===== config.mk =====
export PLATFORM = sky130hd
export DESIGN_NAME = spi_rx
export DESIGN_NICKNAME = d
export VERILOG_FILES = /design/src/rtl/spi_rx.sv
export SDC_FILE = /design/constraint.sdc
export NUM_CORES = 1
export LEC_CHECK = 0
export CORE_MARGIN = 4
export CORE_UTILIZATION = 54
export DETAILED_ROUTE_END_ITERATION = 7
export PLACE_DENSITY = 0.77
export SKIP_CTS_REPAIR_TIMING = 1
export SYNTH_ARGS = -nofsm -noshare
export SYNTH_HDL_FRONTEND = slang
export SYNTH_SLANG_ARGS = --single-unit

===== constraint.sdc =====
create_clock -name clk -period 2.3 [get_ports clk]
set_input_delay 0.23 -clock clk [delete_from_list [all_inputs] [get_ports clk]]
set_output_delay 0.23 -clock clk [all_outputs]
set_load 0.02 [all_outputs]

===== src/rtl/spi_rx.sv =====
// SPI frame receiver: synchronizes sclk/cs/mosi into clk, samples mosi on sclk falls
// (LSB first) and presents each complete DATA_W-bit word on dout with a one-cycle done.
module spi_rx #(
  parameter int DATA_W      = 12,
  parameter int SYNC_STAGES = 2
) (
  input  logic              clk,
  input  logic              rst,
  input  logic              sclk,
  input  logic              cs,
  input  logic              mosi,
  output logic [DATA_W-1:0] dout,
  output logic              done,
  output logic              busy,
  output logic              frame_err
);

  localparam int CW = $clog2(DATA_W + 1);

  typedef enum logic [1:0] {IDLE, RECV, WAIT_CS} state_t;

  logic [SYNC_STAGES-1:0] sclk_sync, cs_sync, mosi_sync;
  logic                   s_sclk, s_cs, s_mosi;
  logic                   s_sclk_d, s_cs_d;
  logic                   fall, cs_rise;

  state_t            state;
  logic [CW-1:0]     cnt;
  logic [DATA_W-1:0] shreg;
  logic              word_pend;

  // cs synchronizer resets to the idle (deselected) level so reset never looks like a frame start.
  always_ff @(posedge clk or posedge rst) begin
    if (rst) begin
      sclk_sync <= '0;
      cs_sync   <= '1;
      mosi_sync <= '0;
      s_sclk_d  <= 1'b0;
      s_cs_d    <= 1'b1;
    end else begin
      sclk_sync <= {sclk_sync[SYNC_STAGES-2:0], sclk};
      cs_sync   <= {cs_sync[SYNC_STAGES-2:0], cs};
      mosi_sync <= {mosi_sync[SYNC_STAGES-2:0], mosi};
      s_sclk_d  <= s_sclk;
      s_cs_d    <= s_cs;
    end
  end

  assign s_sclk  = sclk_sync[SYNC_STAGES-1];
  assign s_cs    = cs_sync[SYNC_STAGES-1];
  assign s_mosi  = mosi_sync[SYNC_STAGES-1];
  assign fall    = s_sclk_d & ~s_sclk;
  assign cs_rise = ~s_cs_d & s_cs;

  always_ff @(posedge clk or posedge rst) begin
    if (rst) begin
      state     <= IDLE;
      cnt       <= '0;
      shreg     <= '0;
      word_pend <= 1'b0;
      dout      <= '0;
      done      <= 1'b0;
      busy      <= 1'b0;
      frame_err <= 1'b0;
    end else begin
      done      <= 1'b0;
      frame_err <= 1'b0;
      case (state)
        IDLE: begin
          if (!s_cs) begin
            state <= RECV;
            cnt   <= '0;
            shreg <= '0;
            busy  <= 1'b1;
          end
        end
        RECV: begin
          // A cs rise in the same cycle as a fall aborts the frame and drops that bit.
          if (cs_rise) begin
            state     <= IDLE;
            busy      <= 1'b0;
            frame_err <= 1'b1;
          end else if (fall) begin
            shreg <= {s_mosi, shreg[DATA_W-1:1]};
            cnt   <= cnt + CW'(1);
            if (cnt == CW'(DATA_W - 1)) begin
              state     <= WAIT_CS;
              word_pend <= 1'b1;
            end
          end
        end
        WAIT_CS: begin
          if (word_pend) begin
            dout      <= shreg;
            done      <= 1'b1;
            word_pend <= 1'b0;
          end
          if (cs_rise) begin
            state <= IDLE;
            busy  <= 1'b0;
          end
        end
        default: begin
          state <= IDLE;
          busy  <= 1'b0;
        end
      endcase
    end
  end

endmodule

After elaboration in Yosys (flattened, before gate mapping):

Cells that the tools add are included.
Widths: inputs -> output; s select.

* register bits after elaboration: 42
* input port bits: 5
* output and inout port bits: 15

* equality and inequality tests: 11
* reductions and logical operators: 9
* add/subtract/negate cells: 1
* bitwise operators: 4
* multiplexer cells: 25

Operator list (number)
* $mux 12: 3
* $pmux 12 s2: 1
* $mux 4: 3
* $reduce_and 4->1: 3
* $mux 2: 5
* $ne 2x2->1 const B: 5
* $mux 1: 9
* $pmux 4 s2: 1
* $ne 3x3->1 const B: 2
* $pmux 2 s3: 1
* $add 4x1->4 const B: 1
* $eq 4x4->1 const B: 1
* $pmux 1 s2: 2
* $reduce_and 2->1: 2
* $reduce_bool 2->1: 2
* $and 1x1->1: 2
* $eq 2x1->1 const B: 1
* $eq 2x2->1 const B: 1
* $logic_not 2->1: 1
* $ne 2x1->1 const B: 1
* $not 1->1: 2
* $reduce_or 2->1: 1

Logic depth before layout (Yosys ltp):

* depth in word-level cells: 5
* mapped depth: 9

Least setup slack after synthesis:

No wires, ideal clock.

* kind: reg2reg
* start point: register state[0]
* end point: register cnt[2]
* buffers on the path: 2
* library setup time: 0.121 ns
* period minus slack after synthesis: 1.590 ns
* path slack: 0.710 ns
* data arrival time: 1.469 ns
* cell stages (with the launch flop): 9
* path through: dfrtp_1 inv_1 ha_1 nand2b_1 a21oi_2 buf_6 buf_8 o22ai_1 a22o_1

* longest elaborated chain between the ends: 3
* elaborated cells on any way between the ends: 8
* those cells by class: 4 x eq/ne; 1 x mux; 3 x reduce/logical

Ends and longest elaborated chain
* start, declared: RTL line 27 `state_t state;`
* start signal, assigned: RTL line 57 `state <= IDLE;`
* start signal, assigned: RTL line 71 `state <= RECV;`
* start signal, assigned: RTL line 80 `state <= IDLE;`
* $eq 2x1->1 / $logic_not 2->1 (equally long branches): RTL line 68 `case (state)`
* $ne 2x2->1 (no source line) / $reduce_bool 2->1 (equally long branches)
* $reduce_and 4->1 (no source line)
* end signal, assigned: RTL line 85 `cnt <= cnt + CW'(1);`
* end, declared: RTL line 28 `logic [CW-1:0] cnt;`

Several ways; a longest one is shown, not always the timed one.
A chain may end at the register's enable or synchronous reset.

Worst setup path after layout:

* start point: register state[1]
* end point: register shreg[7]

* longest elaborated chain between the ends: 3
* elaborated cells on any way between the ends: 8
* those cells by class: 4 x eq/ne; 1 x mux; 3 x reduce/logical

Ends and longest elaborated chain
* $eq 2x1->1 / $logic_not 2->1 (equally long branches): RTL line 68
* $ne 2x2->1 (no source line) / $reduce_bool 2->1 (equally long branches)
* $reduce_and 4->1 (no source line)
* end signal, assigned: RTL line 84 `shreg <= {s_mosi, shreg[DATA_W-1:1]};`
* end, declared: RTL line 29 `logic [DATA_W-1:0] shreg;`

Several ways; a longest one is shown, not always the timed one.

==> flow_summary_export.csv <==
group,metric,value,unit
status,outcome,"complete, no violations",
logic_synthesis,synth_fp_nets,141,
power,leakagePower,1.08,nW
sta,rsz0062_at_grt,"false",
sta,drv_slew,0,
final_layout,area_growth_syn_to_layout,15.7,%
clock_network,cts-root-buf,"clkbuf_4",
place,dp_hpwl,1.91,mm
grt,grt_use_total,14.6,%
clock_network,h-tree-depth,2,
grt,grt_max_degree,43,
sta,clock.fmax,546,MHz
logic_synthesis,ys_seq_elements,42,
final_layout,nets,164,
routing,vias,1061,
worst_hold_path,hp-class,"input pin to register",
critical_path,crit_arrival,2130,ps
place,gp_congestion,0.951,
logic_synthesis,synth.avg_cell_area,13.3,um^2
grt,grt-ovfl-total,0,
sta,timing.slew.headroom,62.8,%
grt,grt_pass1_vias,996,
clock_network,clockBufferDepth,2,
final_layout,drive_gt1_share,19.2,%
final_layout,final-seq-area,0.00105,mm^2
sta,tightest_slew,557,ps
run,drv_cap,0,
final_layout,multi_input_area,618,um^2
die,start_util,56.9,%
logic_synthesis,synth_area,0.00175,mm^2
grt,antenna_found_initial,0,
sta,finalCritPeriodShare,79.7,%
clock_network,cts.sinks,42,
routing,firstDrtPassIters,4,
sta,finalClockSkew,10.8,ps
final_layout,nFillCells,246,
routing,post-route-drc-count,0,
die,ios,20,
logic_synthesis,ys_warn_count,0,
routing,first_iter_violations,59,
final_layout,diodes,0,
logic_synthesis,yosysSeqAreaShare,60.2,%
place,port_buffers,19,
die,die_w,65.0,um
critical_path,worstPathMaxFanout,12,
routing,routedWlPerCell,13.6,um
logic_synthesis,synth_cell_types,32,
critical_path,crit_required,2590,ps
clock_network,cts_buffers,5,
final_layout,final_cell_mix,"dfrtp_1, clkdlybuf4s50_1, nand3_1",
sta,period_needed,1830,ps
routing,ant_nets,0,
critical_path,crit_path_max_incr_delay,420,ps
logic_synthesis,syn_inst,132,
critical_path,crit_type,"register to register",
die,fp.dieH,65.0,um
clock_network,cts_tree,"yes",
die,coreArea,0.00308,mm^2
clock_network,worstSkewPairLatency,340,ps
critical_path,crit_chain,"inv_1, ha_1, nand2b_1, a21oi_2, buf_4, nand3_1, a21bo_1",
sta,setup_viol,0,
routing,drt_wl_total,2.72,mm
critical_path,cp-start-kind,"register",
die,row_count,20,
grt,grt_pass1_wl,4.66,mm
sta,tns,0,ps
critical_path,worstSetupEndpointType,"register",
power,power.density,745,mW/mm^2
power,vdd_drop_max,531,uV
final_layout,mostFrequentLayoutCell,"dfrtp_1",
sta,finalHoldViolations,0,
place,pre_cts_slack,514,ps
routing,vias_per_cell,5.31,
sta,setup_ws,468,ps
die,die-area,0.00422,mm^2
critical_path,critPathSlowestCell,"dfrtp_1",
clock_network,clk_pin_slew,110,ps
-- path summary, 6_finish.rpt --
check	start	to	slack, ps	cells past startpoint
setup / recovery	state[1]	shreg[7]	470	7
setup reg to reg	state[1]	shreg[7]	470	7
min in group asynchronous	rst	dout[0]	300	3
max in group asynchronous	rst	cs_sync[0]	1630	3
hold / removal	cs	cs_sync[0]	280	1
hold reg to reg	mosi_sync[0]	mosi_sync[1]	360	0
-- report_power, final --
group          switching, W  leakage, nW  internal, W  total (W)
Clock              0.000216       0.0353     0.000148   0.000364
Sequential        0.0000319        0.560     0.000787   0.000819
Combinational      0.000210        0.485     0.000117   0.000327
-- Yosys cell counts (all sizes together) --
library cell   n  area, um^2
dfrtp         39         976
nand3         16        80.1
a21bo         13         130
mux2          12         135
inv            7        26.3
buf            6        52.5
nor2           6        27.5
ha             4        50.1
a21oi          3        18.8
dfstp          3        78.8
nand2b         3        18.8
nand2          2        7.51
nand4          2        12.5
nor2b          2        12.5
a22o           1        8.76
a22oi          1        7.51
a32oi          1        8.76
and2           1        6.26
and3           1        6.26
and4bb         1        12.5
mux2i          1        10.0
nand3b         1        20.0
o21ai          1        5.00
o221ai         1        8.76
o22a           1        8.76
o22ai          1        6.26
o2bb2ai        1        8.76
o31ai          1        7.51
-- layer usage --
metal  share of wire [%]  global-route usage (%)  routed length, um  vias to the layer above
li1                    -                       -                  -                      509
met5                   0                       0                  0                        -
met4                 1.1                    3.96                 29                        0
met2                  45                    21.5               1210                       21
met3                 4.6                    6.24                125                        4
met1                  50                    19.7               1350                      527
-- flip-flops by register name, summed over array words and instances (netlist names) --
name / count
word_pend: 1
s_sclk_d: 1
cnt: 4
mosi_sync: 2
cs_sync: 2
sclk_sync: 2
shreg: 12
frame_err: 1
dout: 12
s_cs_d: 1
busy: 1
done: 1
state: 2
-- worst max-delay path, delay by kind of cell (launching register included) --
kind            cells  cell delay, ps
buf+inv             2             350
simple gates        2             270
compound gates      2             520
flops               1             420
fa+ha+maj           1             230
-- kinds of logic after synthesis --
logic type / synth area share (%)
fa+ha+maj: 2.86
flops: 60.2
mux: 8.29
buf+inv: 4.50
simple gates: 11.6
compound gates: 12.5
-- cell type report --
| cell class | count | area share [%] |
|---|---|---|
| repair buffers | 22 | 10.5 |
| multi-input cells | 77 | 30.5 |
| clock inverters | 1 | 0.247 |
| inverters | 7 | 1.30 |
| well taps | 44 | 2.72 |
| clock buffers | 7 | 2.72 |
| flip-flops and latches | 42 | 52.0 |
-- per-stage QoR --
stage	util [%]	instance area (um^2)	instances	total power, W	hold WS [ps]
CTS	65.9	2030	200	0.00153	268
finish	65.9	2030	200	0.00151	279
detailed placement	63.9	1970	192	0.00116	341
global placement	63.9	1970	192	0.00115	336
floorplan	-	1750	132	0.00109	234
global route	65.9	2030	200	0.00160	251
Note: power is estimated with default switching activity, not from simulation.
